### config.mk
export PLATFORM = sky130hd
export DESIGN_NAME = psram_cmd_bridge
export DESIGN_NICKNAME = d
export VERILOG_FILES = /design/src/rtl/psram_bridge_pkg.sv /design/src/rtl/psram_cmd_fifo.sv /design/src/rtl/psram_cmd_bridge.sv
export SDC_FILE = /design/constraint.sdc
export NUM_CORES = 1
export LEC_CHECK = 0
export CAP_MARGIN = 25
export CORE_ASPECT_RATIO = 1.75
export CORE_MARGIN = 2
export CORE_UTILIZATION = 48
export CTS_BUF_LIST = sky130_fd_sc_hd__clkbuf_16
export DETAILED_ROUTE_END_ITERATION = 8
export GPL_TIMING_DRIVEN = 0
export PLACE_DENSITY = 0.67
export REMOVE_ABC_BUFFERS = 1
export SLEW_MARGIN = 10
export SYNTH_ARGS = -nofsm -noshare
export SYNTH_HDL_FRONTEND = slang
export SYNTH_HIERARCHICAL = 1
export SYNTH_SLANG_ARGS = --single-unit
### constraint.sdc
create_clock -name sys_clk -period 4.28 [get_ports sys_clk]
set_clock_uncertainty 0.2 [all_clocks]
set_input_delay 0.642 -clock sys_clk [delete_from_list [all_inputs] [get_ports sys_clk]]
set_output_delay 0.642 -clock sys_clk [all_outputs]
set_load 0.02 [all_outputs]
### src/rtl/psram_bridge_pkg.sv
// Shared types and constants for the PSRAM command bridge.
// StSendAck exists only when PSRAM_BRIDGE_WRITE_ACK_EN is defined.
package psram_bridge_pkg;

  localparam int unsigned ADDR_W   = 24;
  localparam int unsigned DATA_W   = 16;
  localparam logic [7:0]  ACK_BYTE = 8'h4B;

  typedef enum logic [2:0] {
    StIdle,
    StIssue,
    StWaitRd,
    StSendHi,
    StSendLo,
    StWrDone,
    StErr
`ifdef PSRAM_BRIDGE_WRITE_ACK_EN
    ,
    StSendAck
`endif
  } state_e;

  typedef struct packed {
    logic              we;
    logic [ADDR_W-1:0] addr;
    logic [DATA_W-1:0] data;
  } cmd_t;

endpackage

### src/rtl/psram_cmd_fifo.sv
// Single-clock command FIFO; head is visible combinationally, the consumer registers it on pop.
// A push into a full FIFO is accepted when a pop happens in the same cycle.
module psram_cmd_fifo
  import psram_bridge_pkg::*;
#(
  parameter int unsigned DEPTH = 4
) (
  input  logic clk_i,
  input  logic rst_i,
  input  logic push_i,
  input  cmd_t push_data_i,
  input  logic pop_i,
  output cmd_t head_o,
  output logic full_o,
  output logic empty_o
);

  localparam int unsigned AW = $clog2(DEPTH);

  // Extra MSB distinguishes full from empty when the index bits match.
  logic [AW:0] wr_ptr_q, rd_ptr_q;
  cmd_t        mem_q [DEPTH];
  logic        do_push, do_pop;

  assign full_o  = (wr_ptr_q[AW] != rd_ptr_q[AW]) && (wr_ptr_q[AW-1:0] == rd_ptr_q[AW-1:0]);
  assign empty_o = (wr_ptr_q == rd_ptr_q);
  assign do_push = push_i && (!full_o || pop_i);
  assign do_pop  = pop_i && !empty_o;
  assign head_o  = mem_q[rd_ptr_q[AW-1:0]];

  always_ff @(posedge clk_i) begin
    if (rst_i) begin
      wr_ptr_q <= '0;
      rd_ptr_q <= '0;
    end else begin
      if (do_push) wr_ptr_q <= wr_ptr_q + 1'b1;
      if (do_pop)  rd_ptr_q <= rd_ptr_q + 1'b1;
    end
  end

  always_ff @(posedge clk_i) begin
    if (do_push) mem_q[wr_ptr_q[AW-1:0]] <= push_data_i;
  end

endmodule

### src/rtl/psram_cmd_bridge.sv
// Queues UART parser commands and runs them against the PSRAM user port, returning read bytes.
// Define PSRAM_BRIDGE_WRITE_ACK_EN to send ACK_BYTE on the UART after each completed write.
module psram_cmd_bridge
  import psram_bridge_pkg::*;
#(
  parameter int unsigned FIFO_DEPTH     = 4,
  parameter int unsigned TIMEOUT_CYCLES = 1024,
  parameter logic [7:0]  ERR_BYTE       = 8'h45
) (
  input  logic              sys_clk,
  input  logic              sys_rst,
  input  logic              read_flg,
  input  logic              write_flg,
  input  logic [ADDR_W-1:0] address,
  input  logic [DATA_W-1:0] message,
  input  logic              calib_done,
  output logic              mem_req,
  output logic              mem_we,
  output logic [ADDR_W-1:0] mem_addr,
  output logic [DATA_W-1:0] mem_wdata,
  input  logic              mem_ack,
  input  logic [DATA_W-1:0] mem_rdata,
  input  logic              mem_rvalid,
  output logic [7:0]        tx_data,
  output logic              tx_valid,
  input  logic              tx_ready,
  output logic              busy,
  output logic              overflow,
  output logic [7:0]        timeout_cnt
);

  localparam logic [15:0] TimerLast = 16'(TIMEOUT_CYCLES - 1);

  state_e            state_q, state_d;
  cmd_t              cmd_q, cmd_d, fifo_head, push_cmd;
  logic [DATA_W-1:0] rdata_q, rdata_d;
  logic [15:0]       timer_q, timer_d;
  logic [7:0]        tocnt_q, tocnt_d;
  logic              overflow_q;
  logic              push, fifo_pop, fifo_full, fifo_empty;

  // Both flags together count as a write.
  assign push     = read_flg | write_flg;
  assign push_cmd = cmd_t'{we: write_flg, addr: address, data: message};

  psram_cmd_fifo #(
    .DEPTH (FIFO_DEPTH)
  ) u_fifo (
    .clk_i       (sys_clk),
    .rst_i       (sys_rst),
    .push_i      (push),
    .push_data_i (push_cmd),
    .pop_i       (fifo_pop),
    .head_o      (fifo_head),
    .full_o      (fifo_full),
    .empty_o     (fifo_empty)
  );

  always_comb begin
    state_d  = state_q;
    cmd_d    = cmd_q;
    rdata_d  = rdata_q;
    timer_d  = timer_q;
    tocnt_d  = tocnt_q;
    fifo_pop = 1'b0;
    mem_req  = 1'b0;
    tx_valid = 1'b0;
    tx_data  = '0;
    case (state_q)
      StIdle: begin
        if (calib_done && !fifo_empty) begin
          fifo_pop = 1'b1;
          cmd_d    = fifo_head;
          timer_d  = '0;
          state_d  = StIssue;
        end
      end
      StIssue: begin
        mem_req = 1'b1;
        if (mem_ack) begin
          timer_d = '0;
          state_d = cmd_q.we ? StWrDone : StWaitRd;
        end else if (timer_q == TimerLast) begin
          state_d = StErr;
        end else begin
          timer_d = timer_q + 16'd1;
        end
      end
      StWaitRd: begin
        if (mem_rvalid) begin
          rdata_d = mem_rdata;
          state_d = StSendHi;
        end else if (timer_q == TimerLast) begin
          state_d = StErr;
        end else begin
          timer_d = timer_q + 16'd1;
        end
      end
      StSendHi: begin
        tx_valid = 1'b1;
        tx_data  = rdata_q[15:8];
        if (tx_ready) state_d = StSendLo;
      end
      StSendLo: begin
        tx_valid = 1'b1;
        tx_data  = rdata_q[7:0];
        if (tx_ready) state_d = StIdle;
      end
      StWrDone: begin
`ifdef PSRAM_BRIDGE_WRITE_ACK_EN
        state_d = StSendAck;
`else
        state_d = StIdle;
`endif
      end
`ifdef PSRAM_BRIDGE_WRITE_ACK_EN
      StSendAck: begin
        tx_valid = 1'b1;
        tx_data  = ACK_BYTE;
        if (tx_ready) state_d = StIdle;
      end
`endif
      StErr: begin
        tx_valid = 1'b1;
        tx_data  = ERR_BYTE;
        if (tx_ready) begin
          state_d = StIdle;
          if (tocnt_q != 8'hFF) tocnt_d = tocnt_q + 8'd1;
        end
      end
      default: state_d = StIdle;
    endcase
  end

  always_ff @(posedge sys_clk) begin
    if (sys_rst) begin
      state_q    <= StIdle;
      cmd_q      <= '0;
      rdata_q    <= '0;
      timer_q    <= '0;
      tocnt_q    <= '0;
      overflow_q <= 1'b0;
    end else begin
      state_q <= state_d;
      cmd_q   <= cmd_d;
      rdata_q <= rdata_d;
      timer_q <= timer_d;
      tocnt_q <= tocnt_d;
      if (push && fifo_full && !fifo_pop) overflow_q <= 1'b1;
    end
  end

  assign mem_we      = cmd_q.we;
  assign mem_addr    = cmd_q.addr;
  assign mem_wdata   = cmd_q.data;
  assign busy        = !fifo_empty || (state_q != StIdle);
  assign overflow    = overflow_q;
  assign timeout_cnt = tocnt_q;

endmodule

==> impl_metrics.json, run 1 <==
{
  "status": "finished clean",
  "start_util": 0.486,
  "drt_iter0_markers": 385,
  "synth_top_area_cell": "edfxtp_1",
  "grt_start_max_net_pins": 74,
  "synth_cell_types": 58,
  "path_clk_slew_ns": 0.07,
  "hpwl_mm": 13.6,
  "overflow": 0,
  "setup_viol": 0,
  "root_buffer": "clkbuf_16",
  "track_usage": 0.193,
  "clock-sinks": 257,
  "port_buffers": 124,
  "syn_area_mm2": 0.0101,
  "design.core.area_mm2": 0.0208,
  "reg2reg_from": "u_fifo/wr_ptr_q[1]",
  "crit_arrival_ns": 3.91,
  "netlist_instances": 734,
  "ant_nets": 0,
  "drcViolationCount": 0,
  "dr.pass1.iters": 4,
  "hp-class": "primary input to flip-flop",
  "hold_end": "timeout_cnt[3]",
  "finalNetCount": 928,
  "antennaDiodeCount": 0,
  "worstMarginPinSlew_ns": 0.946,
  "dp.cells": 1083,
  "routed_wl_mm": 21.2,
  "tritoncts": "done",
  "synth_area_leaders": "edfxtp_1 (49%), dfxtp_1 (18%), mux4_2 (9.2%)",
  "place_congestion": 0.848,
  "dr_total_vias": 6307,
  "first_global_vias": 6639,
  "ys_async_sr_fraction": 0,
  "max_freq_mhz": 256,
  "maxSlewViolCount": 0,
  "finalCritPeriodShare": 0.914,
  "ff2ff_setup_slack_ns": 0.37,
  "rsz0062_at_grt": "no",
  "pin_count": 125,
  "ys.flop_type": "edfxtp_1",
  "critPathKind": "flip-flop to flip-flop",
  "wl_per_cell_um": 18.8,
  "clk_latency_ns": 0.51,
  "power_mw": 6.49,
  "powerDensity_mw_per_mm2": 521,
  "min_from": "sys_rst",
  "max_slew_margin": 0.366,
  "ir_worst_vdd_mv": 0.408,
  "final_cell_mix": "edfxtp_1 (164), nand2_1 (138), clkdlybuf4s50_1 (123)",
  "fin_tns_setup_ns": 0,
  "hold_violations": 0,
  "crit_required_ns": 4.28,
  "worst_r2r_path_depth": 10,
  "postSynthAreaPerCell_um2": 13.7,
  "grt_pass1_wl_mm": 34.1,
  "final_common_cell": "edfxtp_1",
  "min_path_cells": 2,
  "cts_buffer_depth": 3,
  "fp-row-count": 70,
  "numCtsBuffers": 24,
  "fp.dieW_um": 114,
  "crit_path_end_kind": "flip-flop",
  "fin_cells": 1126,
  "synth_seq_cells": 257,
  "viasPerCell": 5.60,
  "p_leak_nw": 4.05,
  "synth_seq_area_share": 0.673,
  "area_growth_pct": 23.5,
  "layout_min_cycle_time_ns": 3.91,
  "drv_cap": 0,
  "dieArea_mm2": 0.0222,
  "synth_edf_count": 164,
  "startpoint_type": "flip-flop",
  "worst_slack_ns": 0.368,
  "drive_gt1_frac": 0.124,
  "htreeDepth": 1,
  "antenna_found_initial": 0,
  "synth_top_cell_area_share": 0.488,
  "yosysWarnings": 6,
  "place_ws_ns": -0.522,
  "cts-hold-fix-buffers": 0,
  "fp.dieH_um": 196,
  "cp_max_fo": 44,
  "r2r_end": "u_fifo/mem_q[2][28]"
}
-- flip-flops by register name, summed over array words and instances (netlist names), named ones only --
register,count
u_fifo/wr_ptr_q,3
mem_addr,24
u_fifo/rd_ptr_q,3
rdata_q,16
overflow,1
mem_we,1
timer_q,16
mem_wdata,16
timeout_cnt,8
state_q,3
u_fifo/mem_q,164
-- logic make-up (layout without fill, tap and decap cells) --
family,after synthesis,count (layout),synth area share
and+or+nand+nor,242,242,0.108
adders and majority gates,7,7,0.00868
muxes,50,50,0.101
DFF,257,257,0.673
AOI/OAI and AO/OA,112,112,0.0712
xor gates and xnor gates,18,18,0.0179
buffers and inverters,48,188,0.0207
-- synth_stat cells (all sizes together) (2+ instances only) --
cell,instances
edfxtp,164
nand2,139
dfxtp,93
a21oi,66
mux4,41
nor2,39
clkbuf,20
buf,16
xnor2,15
o21ai,13
inv,12
nor3,10
nand3,9
a31oi,7
ha,7
nor2b,7
a22o,6
and2,6
nand2b,6
nand4,6
or3,6
mux2i,5
mux2,4
a2111oi,3
xor2,3
a221oi,2
a41oi,2
nand3b,2
nand4bb,2
nor4,2
o2111ai,2
o211ai,2
or2,2
-- final cells by class --
class,instances,area (um^2)
fill,1632,8290
timing repair buffer,133,1460
multi-input combinational,429,3110
inverter,12,52.6
sequential,257,6790
clock buffer,25,626
tap,252,315
clock inverter,18,113
-- power breakdown --
part,internal (mW),switching (mW),total (mW)
clock network,1.12,0.871,1.99
registers,2.94,0.163,3.11
logic,0.622,0.778,1.40
-- worst max-delay path, stage by stage, from the launching register on --
cell and delay (ns):
dfxtp_1 0.46, xnor2_2 0.19, nand2_1 0.12, nor2_1 0.08
nor2b_1 0.30, nand2_2 0.46, inv_8 0.41, inv_1 0.19
a41oi_2 0.31, and2_2 0.53, buf_12 0.27
-- metrics by stage --
| stage | utilization | hold slack (ns) | instance area (um^2) |
|---|---|---|---|
| 3_5_place_dp | 0.565 | 0.250 | 11700 |
| 3_3_place_gp | 0.553 | 0.243 | 11500 |
| 2_1_floorplan | - | 0.230 | 9930 |
| 5_1_grt | 0.601 | 0.254 | 12500 |
| 4_1_cts | 0.600 | 0.231 | 12500 |
| 6_report | 0.601 | 0.251 | 12500 |
-- layer usage --
metal | global-route usage | routed length [um] | vias up
met5 | 0 | 0 | -
li1 | - | - | 2950
met2 | 0.365 | 11700 | 152
met3 | 0.0281 | 869 | 31
met1 | 0.223 | 8190 | 3174
met4 | 0.0556 | 433 | 0
-- worst max path at each step --
| stage | startpoint | endpoint | slack (ns) | cells after the start |
|---|---|---|---|---|
| after floorplan | u_fifo/wr_ptr_q[1] | u_fifo/wr_ptr_q[2] | -0.03 | 9 |
| after detailed placement | calib_done | u_fifo/mem_q[1][6] | -0.52 | 8 |
| after global routing | u_fifo/wr_ptr_q[1] | u_fifo/mem_q[1][32] | 0.08 | 10 |
| final | u_fifo/wr_ptr_q[1] | u_fifo/mem_q[2][28] | 0.37 | 10 |
| after global placement | calib_done | u_fifo/wr_ptr_q[2] | -2.88 | 7 |
| after CTS | u_fifo/wr_ptr_q[1] | u_fifo/mem_q[1][32] | 0.10 | 10 |
-- timing repair --
action,in CTS,in global routing
buffers inserted,0,0
gates resized for setup,1,2
setup endpoints to repair,95,95
(Power assumes the default switching activity.)
==> run 2: changes to the inputs <==
--- a/config.mk
+++ b/config.mk
@@ -9,10 +9,10 @@
 export CORE_ASPECT_RATIO = 1.75
 export CORE_MARGIN = 2
 export CORE_UTILIZATION = 48
-export CTS_BUF_LIST = sky130_fd_sc_hd__clkbuf_16
+export CTS_BUF_LIST = sky130_fd_sc_hd__clkbuf_4 sky130_fd_sc_hd__clkbuf_8 sky130_fd_sc_hd__clkbuf_16
 export DETAILED_ROUTE_END_ITERATION = 8
 export GPL_TIMING_DRIVEN = 0
-export PLACE_DENSITY = 0.67
+export PLACE_DENSITY = 0.7
 export REMOVE_ABC_BUFFERS = 1
 export SLEW_MARGIN = 10
 export SYNTH_ARGS = -nofsm -noshare
==> run 2 against run 1 <==
Net effect: combinational power barely moved; non-clock buffer count did not move; final area barely moved; register-to-register slack improved by 0.08 ns; critical path depth rose by 1; clock power barely moved; hold slack improved by 0.0024 ns; setup slack improved by 0.083 ns; sequential power barely moved; largest power group unchanged; cell count fell by 0.18%; utilization barely moved; critical endpoint is now u_fifo/mem_q[1][20].
==> impl_metrics.json, run 2 (synthesis gave the netlist of run 1 again) <==
{
  "status": "finished clean",
  "antenna_found_initial": 0,
  "dp.cells": 1083,
  "drv_cap": 0,
  "routed_wl_mm": 20.4,
  "drcViolationCount": 0,
  "p_leak_nw": 4.05,
  "path_cells": "xnor2_2 -> nand2_1 -> nor2_1 -> nor2b_1 -> nand2_2 -> buf_12 -> inv_6 -> inv_1 -> a41oi_2 -> and2_2 -> buf_12",
  "first_global_vias": 6331,
  "ant_nets": 0,
  "drt-met1-wl_mm": 7.66,
  "fp.dieH_um": 196,
  "pin_count": 125,
  "dr.max_layer_used": "met4",
  "cts_setup_buffers": 0,
  "hold_end": "mem_addr[10]",
  "r2r_end": "u_fifo/mem_q[1][20]",
  "slowest_stage": "and2_2",
  "reg2reg_from": "u_fifo/wr_ptr_q[1]",
  "port_buffers": 124,
  "dr_total_vias": 6155,
  "max_freq_mhz": 261,
  "multi_input_area_mm2": 0.00312,
  "wl_met3_um": 955,
  "antennaDiodeCount": 0,
  "hp-class": "flip-flop to flip-flop",
  "finalNetCount": 927,
  "route.met2.wl_mm": 11.2,
  "finalCritPeriodShare": 0.895,
  "final.fill_count": 1632,
  "worst_r2r_path_depth": 11,
  "worst_path_most_repeated_cell": "buf_12",
  "drt_iter0_markers": 388,
  "hpwl_mm": 13.1,
  "wl_per_cell_um": 18.2,
  "clk_latency_ns": 0.50,
  "min_path_cells": 2,
  "crit_path_end_kind": "flip-flop",
  "critPathKind": "flip-flop to flip-flop",
  "root_buffer": "clkbuf_16",
  "clock-sinks": 257,
  "powerDensity_mw_per_mm2": 520,
  "max_slew_margin": 0.364,
  "area_growth_pct": 23.6,
  "crit_arrival_ns": 3.82,
  "htreeDepth": 1,
  "grt_start_max_net_pins": 65,
  "overflow": 0,
  "grt_pass1_wl_mm": 32.5,
  "place_congestion": 0.796,
  "setup_viol": 0,
  "ff2ff_setup_slack_ns": 0.45,
  "cp_max_fo": 44,
  "layout_min_cycle_time_ns": 3.83,
  "min_from": "mem_addr[10]",
  "fin_tns_setup_ns": 0,
  "fp-row-count": 70,
  "final_cell_mix": "edfxtp_1 (164), nand2_1 (138), clkdlybuf4s50_1 (123)",
  "cts_buffer_depth": 3,
  "fin_cells": 1124,
  "start_util": 0.486,
  "startpoint_type": "flip-flop",
  "max_stage_delay_ns": 0.48,
  "worstMarginPinSlew_ns": 0.950,
  "cts-hold-fix-buffers": 0,
  "rsz0062_at_grt": "no",
  "regArea_mm2": 0.00679,
  "final_common_cell": "edfxtp_1",
  "crit_required_ns": 4.28,
  "design.core.area_mm2": 0.0208,
  "largest_reg_flops": 164,
  "drive_gt1_frac": 0.132,
  "viasPerCell": 5.48,
  "track_usage": 0.185,
  "ir_worst_vdd_mv": 0.418,
  "hold_ws_ns": 0.254,
  "dr.pass1.iters": 4,
  "hold_violations": 0,
  "dieArea_mm2": 0.0222,
  "fp.dieW_um": 114,
  "tritoncts": "done",
  "maxSlewViolCount": 0,
  "numCtsBuffers": 23,
  "path_clk_slew_ns": 0.06
}
-- run 2: changes by cell type in the layout (fill, tap and decap cells not counted), moves of 2 or more --
cell,delta
clkbuf_4,+6
clkinv_1,-4
and2_2,-2
clkinvlp_4,-2
and2_4,+2
inv_1,-5
-- run 2: routing by layer --
layer  track usage  up-vias
met3        0.0290       35
li1              -     2954
met2         0.353      148
met5             0        -
met1         0.205     3018
met4        0.0610        0
-- run 2: final cells by class --
| cell class | count | area share |
|---|---|---|
| clock buffer | 31 | 0.0529 |
| clock inverter | 10 | 0.00712 |
| inverter | 12 | 0.00401 |
| multi-input combinational | 429 | 0.250 |
| sequential | 257 | 0.545 |
| tap | 252 | 0.0253 |
| timing repair buffer | 133 | 0.116 |
-- run 2: critical path: cells and delay by family (launching register included) --
family | cells | cell delay, ns
flip-flops | 1 | 0.45
XOR/XNOR | 1 | 0.19
AO/OA/AOI/OAI | 1 | 0.32
buffers and inverters | 4 | 1.04
AND/OR/NAND/NOR | 5 | 1.27
-- run 2: repair_timing --
| action | 4_1_cts | 5_1_grt |
|---|---|---|
| pin swaps | 0 | 0 |
| setup endpoints to repair | 80 | 74 |
| gates resized for setup | 1 | 3 |
-- run 2: metrics by stage --
stage                      util  area (um^2)  total power, mW  worst slack, ns
after floorplan               -         9930             3.94          -0.0277
after global placement    0.553        11500             4.48            -2.86
after detailed placement  0.564        11700             4.55           -0.500
after CTS                 0.600        12500             6.57            0.129
after global routing      0.601        12500             6.80            0.142
final                     0.601        12500             6.48            0.450
-- run 2: worst max path at each step --
stage | startpoint | endpoint | cells after the start
floorplan | u_fifo/wr_ptr_q[1] | u_fifo/wr_ptr_q[2] | 9
global placement | calib_done | u_fifo/wr_ptr_q[2] | 7
detailed placement | calib_done | u_fifo/mem_q[2][34] | 9
CTS | u_fifo/wr_ptr_q[1] | u_fifo/mem_q[2][38] | 11
global route | u_fifo/rd_ptr_q[2] | u_fifo/mem_q[1][4] | 10
finish | u_fifo/wr_ptr_q[1] | u_fifo/mem_q[1][20] | 11
-- run 2: power by group --
group	leakage, nW	total [mW]	switching, mW	internal (mW)
Clock	0.374	2.01	0.858	1.15
Combinational	1.40	1.38	0.762	0.617
Sequential	2.28	3.10	0.154	2.94
Total	4.05	6.48	1.77	4.71
==> RTL edit (config.mk and constraints of run 1) <==
Set the package constant `DATA_W` to 24 (it was 16).
--- a/src/rtl/psram_bridge_pkg.sv
+++ b/src/rtl/psram_bridge_pkg.sv
@@ -5,3 +5,3 @@
   localparam int unsigned ADDR_W   = 24;
-  localparam int unsigned DATA_W   = 16;
+  localparam int unsigned DATA_W   = 24;
   localparam logic [7:0]  ACK_BYTE = 8'h4B;
Ports: changed (resized mem_rdata, mem_wdata and message); port bits go from 125 to 149. The function was not compared with the original's and may differ.
==> RTL edit against run 1 <==
Sequential cell count up 40; fmax is 0.31% higher; routed wire length is 12% higher; total power grew 14%; cell area rose by 15%; worst hold slack improved by 0.0019 ns; sequential share of layout area rose by 0.95 points; area after synthesis up 15%; cell count grew 12%; sequential power up 14%; synthesized cell count up 8.4%; setup slack better by 0.012 ns; critical endpoint is now u_fifo/mem_q[2][29].
==> RTL edit: results (changes against run 1) <==
status=complete, no violations (unchanged); Clock Path Buffers=3 (unchanged); antenna violations before repair=0 (unchanged); CTS clock-pin slew for the worst setup and hold paths=0.06 ns; CP top delay family=simple AND/OR/NAND/NOR gates (unchanged); Async SR Flop Fraction=0% (unchanged); drt total wl=23810 um (was 21190 um); layout cells sized above 1=12.88% (was 12.36%); top post-synthesis cells by area=edfxtp_1, dfxtp_1, mux4_2 (unchanged); Static Leak=4.652 nW (was 4.049 nW); crit path max fanout=29 (was 44); Placed Cells=1212 (was 1083); H-tree depth=1 (unchanged); Placed Area=13380 um2 (was 11720 um2); fill cell count=1875 (was 1632); vias in the first global route=6876 (was 6639); Syn. warnings=6 (unchanged); maximum vdd drop=0.4185 mV (was 0.4079 mV); setup ws final=0.3797 ns (was 0.3678 ns); pin count of the biggest net entering global routing=63 (was 74); nets=1022 (was 928); crit-path max cell delay=0.70 ns (was 0.53 ns); DP Wirelength=14810 um (was 13640 um); Iter 0 DRT Violations=362 (was 385); global-route wire length before repair=36940 um (was 34090 um); part of the Yosys area used for sequential elements=68.39% (was 67.25%); RePlAce Congestion=0.7571 (was 0.8482); post-route insts no fill=1263 (was 1126); commonest cells in the netlist=edfxtp_1, nand2_1, dfxtp_1 (unchanged); reg-to-reg setup timing slack=0.38 ns; Inserted Diodes=0 (unchanged); Worst Path Arrival=3.86 ns (was 3.91 ns); max reg flops=196 (was 164); Worst Hold Class=reg -> reg (was in -> reg); Num CTS Buffers=27 (was 24); Buffers on Ports=140 (was 124); CTS root buf=clkbuf_16 (unchanged); Synth cell types=60 (was 58); vias post-DR=6779 (was 6307); number of synthesized flops with an enable pin=196 (was 164); CP max-delay cell=and2_2 (unchanged); Skew-Pair Late Insertion Delay=0.53 ns (was 0.51 ns); relative slew slack=48.10% (was 36.64%); Mean Syn Cell Area=14.53 um2 (was 13.75 um2); pre-CTS setup slack=-0.09405 ns (was -0.5215 ns); DRT Pass-1 Iters=4 (unchanged); GRT Total Usage=18.77% (was 19.30%)
==> RTL edit: cell count changes in the layout (fill, tap and decap cells not counted), moves of 6 or more <==
cell,run 1,this run
clkdlybuf4s50_1,123,139
nand2_1,138,150
a21oi_1,66,73
xor2_1,2,8
dfxtp_1,91,99
a211oi_2,0,7
edfxtp_1,164,196
==> RTL edit: stage by stage <==
step / utilization (%) / hold slack, ns
after global placement: 55.07 / 0.2423
after floorplan: - / 0.2300
after detailed placement: 56.15 / 0.2460
after global routing: 59.91 / 0.2719
after CTS: 59.84 / 0.2551
final: 59.91 / 0.2531
==> RTL edit: cell families (layout without fill, tap and decap cells) <==
kind of cell | after synthesis | after routing | synth area share (%)
xor+xnor | 23 | 23 | 1.937
buf+inv | 50 | 208 | 2.197
simple gates | 247 | 248 | 9.750
compound gates | 115 | 115 | 6.493
flops | 297 | 297 | 68.39
fa+ha+maj | 7 | 7 | 0.7575
mux | 57 | 57 | 10.48
==> RTL edit: worst paths after layout <==
kind / end / startpoint / cells past startpoint
min reg2reg: mem_wdata[6] / mem_wdata[6] / 2
min: mem_wdata[6] / mem_wdata[6] / 2
max: u_fifo/mem_q[2][29] / u_fifo/rd_ptr_q[2] / 9
max reg2reg: u_fifo/mem_q[2][29] / u_fifo/rd_ptr_q[2] / 9
==> RTL edit: cell type report <==
| type | instances | area, um2 | share of cell area (%) |
|---|---|---|---|
| inverter | 8 | 32.53 | 0.2278 |
| tap | 308 | 385.4 | 2.699 |
| timing repair buffer | 151 | 1639 | 11.48 |
| clock inverter | 22 | 202.7 | 1.419 |
| clock buffer | 27 | 675.6 | 4.731 |
| sequential | 297 | 7915 | 55.43 |
| multi-input combinational | 450 | 3430 | 24.02 |
==> RTL edit: tightest hold or removal path: stages (launching register included) <==
cell     delay, ns
dfxtp_1       0.31
nand2_1       0.05
a21oi_1       0.05
==> RTL edit: what timing repair did <==
item | CTS | global route
endpoints found under the setup margin | 0 | 78
hold buffers | 0 | 0
buffers inserted | 0 | 0
resized for setup | 0 | 2
==> RTL edit: routing by layer <==
metal	GRT usage (%)	part of all wire, %	wire length (um)
met1	21.64	38	9114
met2	35.47	56	13370
met3	2.690	3.8	895
met4	5.668	1.8	434
met5	0	0	0
==> RTL edit: report_power, final <==
| group | internal, mW | switching [mW] |
|---|---|---|
| Clock | 1.38 | 1.00 |
| Sequential | 3.40 | 0.166 |
| Combinational | 0.659 | 0.779 |
